--- src/rtl/instr_fetch_pkg.sv ---
// instr_fetch_pkg
// Shared constants for the fetch stage and the instruction decoder that sits
// behind it: address and instruction widths, the NOP encoding, the bit
// positions of the instruction fields, and the prefetch-queue counter width.
// No ports; imported by instr_fetch and fetch_fifo.

package instr_fetch_pkg;

  // Program counter / ROM address width and instruction word width
  localparam int ADDR_W  = 5;
  localparam int INSTR_W = 16;

  // Prefetch queue depth; the queue logic is written for exactly two entries
  localparam int FETCH_DEPTH = 2;

  // Occupancy counter width, enough to hold 0..FETCH_DEPTH
  localparam int COUNT_W = 2;

  // Canonical no-operation instruction word
  localparam logic [INSTR_W-1:0] INSTR_NOP = 16'h3C00;

  // Instruction field positions: [15:14] reg select, [13:8] opcode, [7:0] data
  localparam int REG_SEL_MSB = 15;
  localparam int REG_SEL_LSB = 14;
  localparam int OPCODE_MSB  = 13;
  localparam int OPCODE_LSB  = 8;
  localparam int DATA_MSB    = 7;
  localparam int DATA_LSB    = 0;

  // One fetched instruction together with the address it came from
  typedef struct packed {
    logic [ADDR_W-1:0]  pc;
    logic [INSTR_W-1:0] word;
  } fetchEntry_t;

  // Next sequential fetch address; wraps silently at the top of the ROM
  function automatic logic [ADDR_W-1:0] pcIncrement(input logic [ADDR_W-1:0] pc);
    return pc + ADDR_W'(1);
  endfunction

endpackage

--- src/rtl/instr_fetch_fifo.sv ---
// fetch_fifo
// Two-entry in-order queue of {pc, word} pairs between the ROM return path and
// the decoder. Entry 0 is always the head, so the head outputs come straight
// from registers and stay stable while the decoder stalls.
//
// Ports:
//   clk_i        clock
//   rst_i        synchronous active-high reset, clears contents and count
//   push_i       write pushPc_i/pushWord_i at the tail this cycle
//   pushPc_i     fetch address of the word being pushed
//   pushWord_i   instruction word being pushed
//   pop_i        remove the head this cycle (only meaningful when not empty)
//   flush_i      discard everything; wins over push and pop
//   count_o      number of valid entries (0..2)
//   headValid_o  queue is not empty
//   headPc_o     fetch address of the head entry
//   headWord_o   instruction word of the head entry

module fetch_fifo #(
  parameter int ADDR_W  = instr_fetch_pkg::ADDR_W,
  parameter int INSTR_W = instr_fetch_pkg::INSTR_W
) (
  input  logic                                clk_i,
  input  logic                                rst_i,
  input  logic                                push_i,
  input  logic [ADDR_W-1:0]                   pushPc_i,
  input  logic [INSTR_W-1:0]                  pushWord_i,
  input  logic                                pop_i,
  input  logic                                flush_i,
  output logic [instr_fetch_pkg::COUNT_W-1:0] count_o,
  output logic                                headValid_o,
  output logic [ADDR_W-1:0]                   headPc_o,
  output logic [INSTR_W-1:0]                  headWord_o
);

  import instr_fetch_pkg::*;

  logic [ADDR_W-1:0]  pc0_q, pc0_d, pc1_q, pc1_d;
  logic [INSTR_W-1:0] word0_q, word0_d, word1_q, word1_d;
  logic [COUNT_W-1:0] count_q, count_d;

  // Next-state for the two slots. A pop shifts slot 1 into slot 0; a push
  // lands in the first free slot, taking the freed slot into account when
  // push and pop coincide. A flush only clears the count, since stale slot
  // contents are never visible while the count is zero.
  always_comb begin
    pc0_d   = pc0_q;
    pc1_d   = pc1_q;
    word0_d = word0_q;
    word1_d = word1_q;
    count_d = count_q;
    if (flush_i) begin
      count_d = '0;
    end else begin
      case ({push_i, pop_i})
        2'b10: begin
          if (count_q == '0) begin
            pc0_d   = pushPc_i;
            word0_d = pushWord_i;
          end else begin
            pc1_d   = pushPc_i;
            word1_d = pushWord_i;
          end
          count_d = count_q + COUNT_W'(1);
        end
        2'b01: begin
          pc0_d   = pc1_q;
          word0_d = word1_q;
          count_d = count_q - COUNT_W'(1);
        end
        2'b11: begin
          if (count_q == COUNT_W'(1)) begin
            pc0_d   = pushPc_i;
            word0_d = pushWord_i;
          end else begin
            pc0_d   = pc1_q;
            word0_d = word1_q;
            pc1_d   = pushPc_i;
            word1_d = pushWord_i;
          end
        end
        default: begin
        end
      endcase
    end
  end

  // Slot and count registers; reset also zeroes the data so the head
  // outputs read as zero straight out of reset.
  always_ff @(posedge clk_i) begin
    if (rst_i) begin
      pc0_q   <= '0;
      pc1_q   <= '0;
      word0_q <= '0;
      word1_q <= '0;
      count_q <= '0;
    end else begin
      pc0_q   <= pc0_d;
      pc1_q   <= pc1_d;
      word0_q <= word0_d;
      word1_q <= word1_d;
      count_q <= count_d;
    end
  end

  assign count_o     = count_q;
  assign headValid_o = (count_q != '0);
  assign headPc_o    = pc0_q;
  assign headWord_o  = word0_q;

endmodule

--- src/rtl/instr_fetch.sv ---
// instr_fetch
// Fetch stage in front of instruction_decoder. Owns the program counter,
// drives a registered (1-cycle latency) program ROM, buffers returned words in
// a two-entry prefetch queue and presents them over a valid/ready handshake.
// Execute-side redirects flush everything and restart at the target; halt
// stops new fetches while letting outstanding work drain.
//
// Ports:
//   clk            clock
//   rst            synchronous active-high reset
//   mem_rd         ROM read strobe; data returns on mem_data next cycle
//   mem_addr       ROM read address (current PC)
//   mem_data       ROM read data, valid the cycle after mem_rd
//   instr_valid    head of queue holds an instruction
//   instr_data     instruction word at the head
//   instr_pc       address the head instruction was fetched from
//   instr_ready    decoder accepts the head this cycle
//   redirect       one-cycle jump request
//   redirect_addr  jump target
//   halt           level; suppresses new fetches while high
//   pc_dbg         current PC for the debug bus

module instr_fetch #(
  parameter int ADDR_W     = instr_fetch_pkg::ADDR_W,
  parameter int INSTR_W    = instr_fetch_pkg::INSTR_W,
  parameter int DEPTH      = instr_fetch_pkg::FETCH_DEPTH,
  parameter int RESET_ADDR = 0
) (
  input  logic               clk,
  input  logic               rst,
  output logic               mem_rd,
  output logic [ADDR_W-1:0]  mem_addr,
  input  logic [INSTR_W-1:0] mem_data,
  output logic               instr_valid,
  output logic [INSTR_W-1:0] instr_data,
  output logic [ADDR_W-1:0]  instr_pc,
  input  logic               instr_ready,
  input  logic               redirect,
  input  logic [ADDR_W-1:0]  redirect_addr,
  input  logic               halt,
  output logic [ADDR_W-1:0]  pc_dbg
);

  import instr_fetch_pkg::*;

  localparam int OCC_W = COUNT_W + 1;

  logic [ADDR_W-1:0]  pc_q, pc_d;
  logic [ADDR_W-1:0]  inflightPc_q, inflightPc_d;
  logic               inflight_q, inflight_d;
  logic [COUNT_W-1:0] fifoCount;
  logic [OCC_W-1:0]   occupancy;
  logic               pop;
  logic               push;
  logic               issue;

  // A word returning from the ROM lands in the queue unless a redirect is
  // throwing it away this cycle.
  assign pop  = instr_valid & instr_ready;
  assign push = inflight_q & ~redirect;

  // Slots already claimed once this cycle settles: queued words plus the one
  // still in the ROM pipe, minus the head leaving now. A new read is only
  // started if its word is guaranteed a slot when it returns, which is what
  // keeps the queue from ever being pushed while full.
  assign occupancy = {1'b0, fifoCount} + OCC_W'(inflight_q) - OCC_W'(pop);
  assign issue     = ~rst & ~halt & ~redirect & (occupancy < OCC_W'(DEPTH));

  assign mem_rd   = issue;
  assign mem_addr = pc_q;
  assign pc_dbg   = pc_q;

  // PC and in-flight tracking. A redirect retargets the PC and starts
  // nothing; the in-flight flag drops so the word already in the ROM pipe is
  // never captured. The fetch address is remembered alongside the flag so it
  // can travel with the word into the queue.
  always_comb begin
    pc_d         = pc_q;
    inflight_d   = 1'b0;
    inflightPc_d = inflightPc_q;
    if (redirect) begin
      pc_d = redirect_addr;
    end else if (issue) begin
      pc_d         = pcIncrement(pc_q);
      inflight_d   = 1'b1;
      inflightPc_d = pc_q;
    end
  end

  // State registers for the PC side of the stage
  always_ff @(posedge clk) begin
    if (rst) begin
      pc_q         <= ADDR_W'(RESET_ADDR);
      inflight_q   <= 1'b0;
      inflightPc_q <= '0;
    end else begin
      pc_q         <= pc_d;
      inflight_q   <= inflight_d;
      inflightPc_q <= inflightPc_d;
    end
  end

  // Prefetch queue; a redirect flushes it even if the head is popped in the
  // same cycle, since that head has already been handed to the decoder.
  fetch_fifo #(
    .ADDR_W  (ADDR_W),
    .INSTR_W (INSTR_W)
  ) u_fifo (
    .clk_i       (clk),
    .rst_i       (rst),
    .push_i      (push),
    .pushPc_i    (inflightPc_q),
    .pushWord_i  (mem_data),
    .pop_i       (pop),
    .flush_i     (redirect),
    .count_o     (fifoCount),
    .headValid_o (instr_valid),
    .headPc_o    (instr_pc),
    .headWord_o  (instr_data)
  );

endmodule

--- config.mk ---
export PLATFORM = sky130hd
export DESIGN_NAME = instr_fetch
export DESIGN_NICKNAME = d
export VERILOG_FILES = /design/src/rtl/instr_fetch_pkg.sv /design/src/rtl/instr_fetch_fifo.sv /design/src/rtl/instr_fetch.sv
export SDC_FILE = /design/constraint.sdc
export NUM_CORES = 1
export LEC_CHECK = 0
export BUFFER_PORTS_ARGS = -buffer_cell sky130_fd_sc_hd__buf_2
export CAP_MARGIN = 5
export CORE_AREA = 5 5 87 89
export CTS_CLUSTER_SIZE = 24
export DETAILED_ROUTE_END_ITERATION = 8
export DIE_AREA = 0 0 92 94
export PLACE_DENSITY = 0.66
export REMOVE_ABC_BUFFERS = 1
export SLEW_MARGIN = 20
export SYNTH_ARGS = -nofsm -noshare
export SYNTH_HDL_FRONTEND = slang
export SYNTH_HIERARCHICAL = 1
export SYNTH_SLANG_ARGS = --single-unit
--- constraint.sdc ---
create_clock -name clk -period 7.3 [get_ports clk]
set_input_delay 1.46 -clock clk [delete_from_list [all_inputs] [get_ports clk]]
set_output_delay 1.46 -clock clk [all_outputs]
set_load 0.05 [all_outputs]
Yosys cells after proc, flatten, opt, wreduce, memory -nomap -nowiden --
Cells that the tools add are included. Widths: inputs -> output; s select.
Cells by class: add/subtract/negate cells 5, $lt $le $gt $ge 1, equal/unequal tests 7, multiplexer cells 16, bitwise gates (word level) 8, reduce and logical (&&, ||, !) cells 10
Operators with widths (number):
- $mux 16 | 4
- $pmux 16 s3 | 1
- $pmux 16 s2 | 1
- $mux 5 | 6
- $pmux 5 s3 | 1
- $pmux 5 s2 | 1
- $reduce_bool 2->1 | 4
- $add 5x1->5 const B | 1
- $and 1x1->1 | 5
- $eq 2x1->1 const B | 2
- $eq 2x2->1 const B | 2
- $ne 2x2->1 const B | 2
- $pmux 2 s2 | 1
- $reduce_and 4->1 | 1
- $add 2x1->3 | 1
- $lt 3x2->1 const B | 1
- $not 1->1 | 3
- $reduce_and 3->1 | 1
- $reduce_bool 3->1 | 1
- $sub 3x1->3 | 1
- $add 2x1->2 const B | 1
- $logic_not 2->1 | 1
- $ne 2x1->1 const B | 1
- $reduce_and 2->1 | 1
- other kinds (3) | 3
Storage, ports and cells: flip-flop bits (word level) 55

Logic depth before layout (Yosys ltp) --
Gate-level depths: netlist (run 1).
word-level depth 7, gate-level depth with buffers 10, gate-level depth less buffers 10

Modules after synthesis --
Netlist (run 1), hierarchy kept.
Modules (own cells, without submodules):
- fetch_fifo | times used 1, cells each 252, area an instance 2229.6 um^2, sequential area each 880.8 um^2
- instr_fetch | times used 1, cells each 68, area an instance 671.9 um^2, sequential area each 220.2 um^2

Worst setup path before layout (run 1) --
Ideal clock, no wire load.
path type input-to-output, from input port instr_ready, to output port mem_rd, arrival time 3435 ps, slack 2405 ps, stages on the path 6, path buffers 0, cells stage by stage and2_1 -> ha_1 -> nand2b_1 -> fa_1 -> nand2b_2 -> nor4_4
Between the ends: cells in the longest elaborated chain, start to end 4
RTL lines:
- start: declaration | RTL line instr_fetch.sv:37 | input logic instr_ready,
- $and 1x1->1 | RTL line instr_fetch.sv:59 | assign pop = instr_valid & instr_ready;
- $sub 3x1->3 | RTL line instr_fetch.sv:66 | assign occupancy = {1'b0, fifoCount} + OCC_W'(inflight_q) - OCC_W'(pop);
- $lt 3x2->1 | RTL line instr_fetch.sv:67 | assign issue = ~rst & ~halt & ~redirect & (occupancy < OCC_W'(DEPTH));
- $and 1x1->1 | RTL line instr_fetch.sv:67
- end: declaration | RTL line instr_fetch.sv:31 | output logic mem_rd,
Every way passes these cells.

Worst setup path in the final report (run 1) --
from input port instr_ready, to output port mem_rd
Between the ends: cells in the longest elaborated chain, start to end 4
RTL lines:
- $and 1x1->1 | RTL line instr_fetch.sv:59
- net pop | RTL line instr_fetch.sv:53 | logic pop;
- $sub 3x1->3 | RTL line instr_fetch.sv:66
- $lt 3x2->1 | RTL line instr_fetch.sv:67
- $and 1x1->1 | RTL line instr_fetch.sv:67
The timed path passes the listed nets, and every way through them passes these cells.

==> qor.csv, run 1 <==
metric,value,unit
dr.pass1.iters,4,
drt-total-wl,7520,um
ys.flop_type,dfxtp_1,
p_leak,0.00118,uW
place_area,3110,um^2
crit_path_start_kind,input pin,
postSynth.asyncResetShare,0,%
ys_seq_elements,55,
cts_resized,0,
status,completed,
wl_met1,3460,um
fill_cells,662,
cp_cell_sequence,buf_2 -> and2_1 -> ha_1 -> nand2b_1 -> fa_1 -> nand2b_2 -> nor4_4 -> buf_2,
synth_top_area_share,37.9,%
cellPowerDensity,192,nW/um^2
grt_max_degree,57,
ys_warn_count,6,
grt_remaining_overflow,0,
max-cap-violations,0,
std_cell_rows,30,
holdBufCountCts,0,
area_delta_synth_final,10.9,%
postCtsSetupBuffers,0,
synthCells,320,
fin_crit,5.11,ns
initial_utilization,43.4,%
highest_layer,met4,
portBuffers,58,
synthTopCellsByCount,"dfxtp_1, a21oi_1, nand3_1",
ios,59,
max_freq,0.196,GHz
final_cells,434,
cts_made_buffers,5,
worstMarginPinSlew,0.950,ns
htreeDepth,2,
place.gp.congestion,0.798,
layout_setup_ws,2.19,ns
layout-drive-gt1-share,24.3,%
hold_class,reg2reg,
holdCritStartpoint,u_fifo/word1_q[7],
clock_skew,0.00862,ns
synth_top_cell_by_area,dfxtp_1,
dp.cells,427,
grt_pass1_wl,12600,um
grt_pass1_vias,2502,
design_area,3220,um^2
setup_viol,0,
slowest_delay,0.54,ns
rr_startpoint,u_fifo/count_o[1],
worst_ep_required_time,5.84,ns
nNetsFinal,390,
cts_buffer_depth,2,
die_y,94,um
die_area,8650,um^2
ys_types,50,
fin_tns_setup,0,ns
syn_area_per_cell,9.07,um^2
grt_setup_unrepaired,no,
slowest_stage,fa_1,
drv_slew,0,
timing.final.crit_share,70.0,%
maxSlewHeadroom,36.7,%
r2r_cells,10,
clk_pin_slew_worst_paths,0.09,ns
critPathMaxFanout,7,
syn_area,2900,um^2
insertion_delay,0.31,ns
ys_seq_area_share,37.9,%
arrival,3.65,ns
ir_drop,0.0000822,V
final_hold_viol_count,0,
ff2ff_setup_slack,4.15,ns
post-place-ws,2.19,ns
wl_met2,3420,um
remaining_drc_errors,0,
yosysMostFrequentCell,dfxtp_1,
cts_tree,built,
via_per_inst,6.07,
place_hpwl,4680,um
worstSetupPathType,in2out,
hold_end,u_fifo/word1_q[7],
hold_depth,2,
vias,2633,
antenna_found_initial,0,
diodes,0,
synth_area_leaders,"dfxtp_1, a21oi_1, a311oi_1, o31ai_1, o211ai_1",
dieWidth,92,um
cts_sinks,55,
coreArea,6680,um^2
reg2reg_to,inflightPc_q[4],
ant_nets,0,
grt_use_total,17.7,%
drtIter0Drc,178,
crit_top_cell,buf_2,
synth-edff-count,0,
post_drt_wl_per_cell,17.3,um
root_buffer,clkbuf_8,
endpoint_kind,primary output,
wl_met3,551,um
## logic make-up (layout without fill, tap and decap cells)
family / count (synthesis) / after routing / synth area share (%)
mux: 5 / 5 / 1.90
fa+ha+maj: 10 / 10 / 4.57
xor+xnor: 4 / 4 / 1.47
buf+inv: 45 / 79 / 8.58
compound gates: 139 / 139 / 32.0
simple gates: 62 / 62 / 13.5
flops: 55 / 55 / 37.9
## state kept, by name, summed over array words and instances, names as in the netlist
name,cells
inflightPc_q,5
u_fifo/pc1_q,5
u_fifo/count_o,2
u_fifo/headPc_o,5
u_fifo/word1_q,16
mem_addr,5
inflight_q,1
u_fifo/headWord_o,16
## through the flow
step | util, % | total power [uW] | hold slack [ns]
2_1_floorplan | - | 389 | 0.439
3_3_place_gp | 46.6 | 424 | 0.452
3_5_place_dp | 46.6 | 424 | 0.459
4_1_cts | 48.1 | 619 | 0.474
5_1_grt | 48.1 | 642 | 0.493
6_report | 48.1 | 616 | 0.473
## where the power goes
| group | switching, uW | total [uW] | internal [uW] |
|---|---|---|---|
| Sequential | 7.23 | 316 | 308 |
| Combinational | 72.8 | 102 | 29.2 |
| Clock | 98.0 | 199 | 101 |
| Total | 178 | 616 | 438 |
## final cells by class
type                    count  area, um^2  share of cell area, %
flip-flops and latches     55        1100                   34.2
well taps                  80         100                   3.11
inverters                   9        33.8                   1.05
clock inverters             1        30.0                  0.933
clock buffers               6        72.6                   2.26
repair buffers             63         328                   10.2
multi-input cells         220        1550                   48.2
## cell usage in the layout, fill, tap and decap left out, types with 10 or more instances in the layout
cell type   n
o31ai_1    22
o21ai_0    13
nand3_1    24
o21ai_1    10
dfxtp_1    55
a311oi_1   22
buf_2      58
o211ai_1   21
a21oi_1    43
## worst max-delay path, delay by kind of cell
| kind | cells | cell delay [ns] |
|---|---|---|
| buffers and inverters | 2 | 0.45 |
| AND/OR/NAND/NOR | 4 | 0.92 |
| adder cells (fa/ha/maj) | 2 | 0.82 |
## per-layer routing
layer / up-vias / global-route usage (%)
met4: 0 / 4.83
li1: 1278 / -
met5: - / 0
met3: 12 / 4.01
met1: 1241 / 23.8
met2: 102 / 28.6
## worst max-delay path by stage
stage	from	endpoint	slack, ns	cells past startpoint
global route	instr_ready	mem_rd	2.03	8
global placement	instr_ready	mem_rd	2.24	8
floorplan	instr_ready	mem_rd	2.40	6
finish	instr_ready	mem_rd	2.19	8
CTS	instr_ready	mem_rd	2.17	8
detailed placement	instr_ready	mem_rd	2.19	8
(Power assumes the default switching activity.)
==> run 2: changes to the inputs <==
ABC_AREA = 1   (was not set)
CORE_AREA = 5 5 89 91   (was 5 5 87 89)
DIE_AREA = 0 0 94 96   (was 0 0 92 94)
PLACE_DENSITY = 0.68   (was 0.66)
clock period = 4.4 ns   (was 7.3 ns; I/O delays follow)
==> run 2 against run 1 <==
Against the previous run:
- sequential power grew 67%
- wire length decreased by 9.8%
- sequential share of layout area decreased by 1.6 points
- global-route usage fell by 2.3 points
- synthesized cell count increased by 36%
- combinational power up 77%
- area after synthesis up 4.7%
- final area grew 4.9%
- utilization down 0.34 points
- first-iteration DRC count fell by 38%
- power grew 60%
- critical path depth is 5 higher
- largest cell class unchanged
- largest power group unchanged
==> qor.csv, run 2 <==
metric,value,unit,change
layout_setup_ws,0.390,ns,-1.80 ns
insertion_delay,0.31,ns,about the same
r2r_cells,16,,+6
yosysMostFrequentCell,nand2_1,,
postCtsSetupBuffers,0,,unchanged
hold_depth,2,,unchanged
via_per_inst,4.78,,-21%
critPathMaxFanout,10,,+3
area_delta_synth_final,11.0,%,
fill_cells,764,,+15%
fin_crit,4.01,ns,
setup_viol,0,,unchanged
maxSlewHeadroom,30.3,%,-6.4 points
fin_tns_setup,0,ns,unchanged
htreeDepth,2,,unchanged
cts_sinks,55,,unchanged
postSynth.asyncResetShare,0,%,unchanged
grt_max_degree,43,,-25%
final_common_cell,nand2_1,,
syn_area_per_cell,6.97,um^2,-23%
cts_tree,built,,
max-cap-violations,0,,unchanged
portBuffers,58,,unchanged
antenna_found_initial,0,,unchanged
synth_compound_area_share,9.51,%,-22 points
drtIter0Drc,111,,-38%
holdBufCountCts,0,,unchanged
post-place-ws,0.616,ns,-1.57 ns
crit_path_start_kind,register,,
synth-simple-area-share,34.7,%,+21 points
ys_types,27,,-46%
grt_pass1_vias,2610,,+4.3%
drv_slew,0,,unchanged
nNetsFinal,511,,+31%
timing.hold.ws,0.490,ns,+0.0171 ns
place_hpwl,4520,um,-3.5%
ir_drop,0.000116,V,+41%
vias,2746,,+4.3%
ant_nets,0,,unchanged
arrival,3.13,ns,-0.52 ns
clock_skew,0.0101,ns,+0.00153 ns
synth_area_leaders,"dfxtp_1, nand2_1, nand3_1, a21oi_1, inv_1",,
synth_top_family_by_area,simple AND/OR/NAND/NOR gates,,
ys.flop_type,dfxtp_1,,
diodes,0,,unchanged
ios,59,,unchanged
synthMuxAreaShare,0,%,-1.9 points
synth_top_area_share,36.2,%,-1.7 points
grt_setup_unrepaired,no,,
grt_remaining_overflow,0,,unchanged
std_cell_rows,31,,+3.3%
syn_area,3040,um^2,+4.7%
synth_top_cell_by_area,dfxtp_1,,
ys_warn_count,6,,unchanged
final_cell_mix,"nand2_1, inv_1, buf_2, dfxtp_1, nand3_1",,
layout-drive-gt1-share,18.3,%,-6.0 points
drt-total-wl,6780,um,-9.8%
final-seq-area,1100,um^2,unchanged
dieWidth,94,um,+2.2%
root_buffer,clkbuf_8,,
worstMarginPinSlew,1.04,ns,+0.0937 ns
p_leak,0.00161,uW,+37%
multiInputGateArea,1500,um^2,-3.1%
synth_xor_area_share,0.576,%,-0.89 points
hold_class,reg2reg,,
synthTopCellsByCount,"nand2_1, inv_1, dfxtp_1",,
cts_resized,0,,unchanged
clk_pin_slew_worst_paths,0.10,ns,about the same
post_drt_wl_per_cell,11.8,um,-32%
remaining_drc_errors,0,,unchanged
final_hold_viol_count,0,,unchanged
initial_utilization,43.1,%,-0.37 points
final_cells,575,,+32%
synthAdderAreaFrac,4.36,%,-0.21 points
coreArea,7060,um^2,+5.7%
grt_use_total,15.4,%,-2.3 points
ys_seq_area_share,36.2,%,-1.7 points
endpoint_kind,primary output,,
synth-edff-count,0,,unchanged
cellPowerDensity,292,nW/um^2,+52%
max_freq,0.249,GHz,
dp.cells,567,,+33%
worstSetupPathType,reg2out,,
timing.final.crit_share,91.1,%,
ys_seq_elements,55,,unchanged
cts_made_buffers,5,,unchanged
synthCells,436,,+36%
cts_buffer_depth,2,,unchanged
die_area,9020,um^2,+4.3%
grt_pass1_wl,11400,um,-9.8%
worst_ep_required_time,3.52,ns,-2.32 ns
die_y,96,um,+2.1%
status,completed,,
dr.pass1.iters,5,,+1
place.gp.congestion,0.792,,-0.69%
## run 2: cell count changes in the layout (fill, tap and decap cells not counted), sizes merged, moves of 6 or more
cell,before,now
o31ai,22,0
nand3b,1,21
o21ai,23,6
nor2,6,35
nor2b,6,0
o211ai,21,0
nand2,2,104
nand3,24,54
a21oi,43,51
inv,9,66
a311oi,24,0
nand2b,6,0
## run 2: metal layers
metal / up-vias / routed length, um / global-route usage [%]
met2: 71 / 3230 / 27.7
li1: 1446 / - / -
met1: 1221 / 3030 / 18.7
met3: 8 / 435 / 3.21
met5: - / 0 / 0
met4: 0 / 84 / 4.33
## run 2: kinds of logic (layout without fill, tap and decap cells)
group | Yosys count | after routing
and+or+nand+nor | 218 | 218
buffers and inverters | 94 | 134
AOI/OAI and AO/OA | 57 | 57
DFF | 55 | 55
adders and majority gates | 10 | 10
xor gates and xnor gates | 2 | 2
## run 2: report_power, final
group          internal (uW)  switching (uW)  total [uW]  leakage (uW)
logic                   53.6             127         181       0.00113
clock network            112             165         276     0.0000412
registers                515            13.1         529      0.000446
total                    681             305         985       0.00161
## run 2: layout make-up
type	instances	area share (%)
Multi-Input combinational cell	287	44.5
Sequential cell	55	32.6
Timing Repair Buffer	59	8.82
Inverter	67	7.82
Tap cell	99	3.67
Clock buffer	6	2.15
Clock inverter	2	0.371
## run 2: per-stage QoR
stage               power, uW  area (um^2)  utilization (%)
floorplan                 668         2860                -
global placement          719         3290             46.6
detailed placement        722         3290             46.6
CTS                       997         3370             47.8
global route             1040         3370             47.8
finish                    985         3370             47.8
## run 2: worst paths after layout
kind / startpoint / endpoint / slack, ns
worst min register to register: inflightPc_q[0] / inflightPc_q[0] / 0.49
worst max-delay path: u_fifo/count_o[1] / mem_rd / 0.39
worst max register to register: u_fifo/count_o[1] / mem_addr[3] / 1.57
worst min-delay path: inflightPc_q[0] / inflightPc_q[0] / 0.49
## run 2: critical path, cell delays in order (launching register included)
cell and delay [ns]:
dfxtp_1 0.44, inv_1 0.13, ha_1 0.25, inv_2 0.08, nand2_1 0.05, inv_1 0.11
ha_1 0.24, or2_2 0.30, fa_1 0.52, inv_1 0.08, nor2_4 0.08, nand2_2 0.09
nor2_8 0.16, buf_2 0.29
==> run 3: changes to the inputs <==
CORE_AREA = 5 5 84 86   (was 5 5 89 91)
DIE_AREA = 0 0 89 91   (was 0 0 94 96)
PLACE_DENSITY = 0.75   (was 0.68)
==> run 3 against run 2 <==
Against the previous run:
- register-to-register slack about the same
- clock skew down 0.0054 ns
- utilization up 6.2 points
- non-clock buffer count unchanged
- worst setup slack worse by 0.011 ns
- sequential power about the same
- clock power up 2%
- first-iteration DRC count up 12%
- die area down 10%
- fmax down 0.27%
- critical path type unchanged
- largest power group unchanged
==> qor.csv, run 3 (synthesis results as in run 2) <==
metric,value,unit,change
final-seq-area,1100,um^2,unchanged
setup_viol,0,,unchanged
swShare,31.2,%,+0.31 points
endpoint_kind,primary output,,
die_y,91,um,-5.2%
ir_drop,0.000143,V,+24%
die_area,8100,um^2,-10%
dieWidth,89,um,-5.3%
grt_max_degree,43,,unchanged
final_cells,553,,-3.8%
cts_sinks,55,,unchanged
remaining_drc_errors,0,,unchanged
layout-drive-gt1-share,18.5,%,+0.21 points
nNetsFinal,511,,unchanged
p_int,682,uW,+0.13%
post_drt_wl_per_cell,12.0,um,+1.6%
fin_crit,4.02,ns,+0.0110 ns
cts_buffer_depth,2,,unchanged
pwr-share-clk,28.4,%,+0.4 points
max-cap-violations,0,,unchanged
p_sw,309,uW,+1.6%
arrival,3.14,ns,about the same
clk_pin_slew_worst_paths,0.10,ns,about the same
cellPowerDensity,296,nW/um^2,+1.3%
htreeDepth,2,,unchanged
hold_class,reg2reg,,
place.gp.congestion,0.835,,+5.4%
worst_ep_required_time,3.52,ns,about the same
crit_path_start_kind,register,,
grt_pass1_vias,2545,,-2.5%
finish.utilization,54.0,%,+6.2 points
diodes,0,,unchanged
p_leak,0.00162,uW,+0.44%
seq_power_share,53.3,%,-0.3 points
initial_utilization,49.0,%,+5.9 points
multiInputGateArea,1500,um^2,unchanged
dr.pass1.iters,5,,unchanged
dp.cells,545,,-3.9%
place_area,3260,um^2,-0.84%
drt-total-wl,6630,um,-2.3%
critPathMaxFanout,10,,unchanged
max_freq,0.249,GHz,-0.27%
place_hpwl,4370,um,-3.2%
std_cell_rows,29,,-6.5%
vias,2798,,+1.9%
cts_made_buffers,5,,unchanged
worstMarginPinSlew,1.02,ns,-0.0220 ns
grt_use_total,17.0,%,+1.6 points
postCtsSetupBuffers,0,,unchanged
ios,59,,unchanged
root_buffer,clkbuf_8,,
cts_resized,0,,unchanged
portBuffers,58,,unchanged
worstSetupPathType,reg2out,,
fin_tns_setup,0,ns,unchanged
insertion_delay,0.31,ns,about the same
final_common_cell,nand2_1,,
grt_setup_unrepaired,no,,
clock_skew,0.00479,ns,-0.00536 ns
drtIter0Drc,124,,+12%
fill_cells,633,,-17%
coreArea,6200,um^2,-12%
status,completed,,
final_hold_viol_count,0,,unchanged
ant_nets,0,,unchanged
maxSlewHeadroom,31.8,%,+1.5 points
grt_pass1_wl,11400,um,+0.18%
antenna_found_initial,0,,unchanged
grt_remaining_overflow,0,,unchanged
comb_power_share,18.3,%,about the same
final_cell_mix,"nand2_1, inv_1, buf_2, dfxtp_1, nand3_1",,
via_per_inst,5.06,,+5.9%
timing.final.crit_share,91.4,%,+0.25 points
area_delta_synth_final,10.2,%,
cts_tree,built,,
drv_slew,0,,unchanged
holdBufCountCts,0,,unchanged
design_area,3350,um^2,-0.74%
==> run 3: worst paths after layout <==
check / startpoint / end / slack (ns) / depth (start not counted)
setup / recovery: u_fifo/count_o[1] / mem_rd / 0.38 / 13
hold / removal: u_fifo/word1_q[14] / u_fifo/word1_q[14] / 0.49 / 2
setup reg to reg: u_fifo/count_o[1] / mem_addr[4] / 1.57 / 16
hold reg to reg: u_fifo/word1_q[14] / u_fifo/word1_q[14] / 0.49 / 2
==> run 3: worst max-delay path, stage by stage, from the launching register on <==
cell and delay [ns]:
dfxtp_1 0.44, inv_1 0.12, ha_1 0.25, inv_2 0.08
nand2_1 0.05, inv_1 0.11, ha_1 0.24, or2_2 0.30
fa_1 0.53, inv_1 0.08, nor2_4 0.08, nand2_2 0.10
nor2_8 0.17, buf_2 0.29
==> run 3: power by group through the flow <==
stage / combinational [uW] / sequential, uW / clock (uW)
after floorplan: 84.4 / 584 / 0
after global placement: 178 / 539 / 0
after detailed placement: 181 / 540 / 0
after CTS: 182 / 529 / 289
after global routing: 200 / 532 / 311
final: 181 / 528 / 282
==> run 3: stage by stage <==
stage / setup WS, ns / hold slack, ns / total power (uW)
after floorplan: 0.903 / 0.446 / 668
after global placement: 0.656 / 0.461 / 717
after detailed placement: 0.603 / 0.469 / 721
after CTS: 0.372 / 0.491 / 999
after global routing: 0.203 / 0.521 / 1040
final: 0.379 / 0.488 / 991
==> run 3: layout make-up <==
class / instances / area share (%)
multi-input cells: 287 / 44.9
well taps: 77 / 2.88
repair buffers: 59 / 8.89
clock buffers: 5 / 2.05
clock inverters: 3 / 0.560
inverters: 67 / 7.88
flip-flops and latches: 55 / 32.9
==> run 3: layer usage <==
layer  GRT usage [%]  routed length (um)  up-vias
li1                -                   -     1449
met1            21.9                3000     1284
met2            29.1                3170       61
met3            3.71                 411        4
met4            3.35                  42        0
met5               0                   0        -
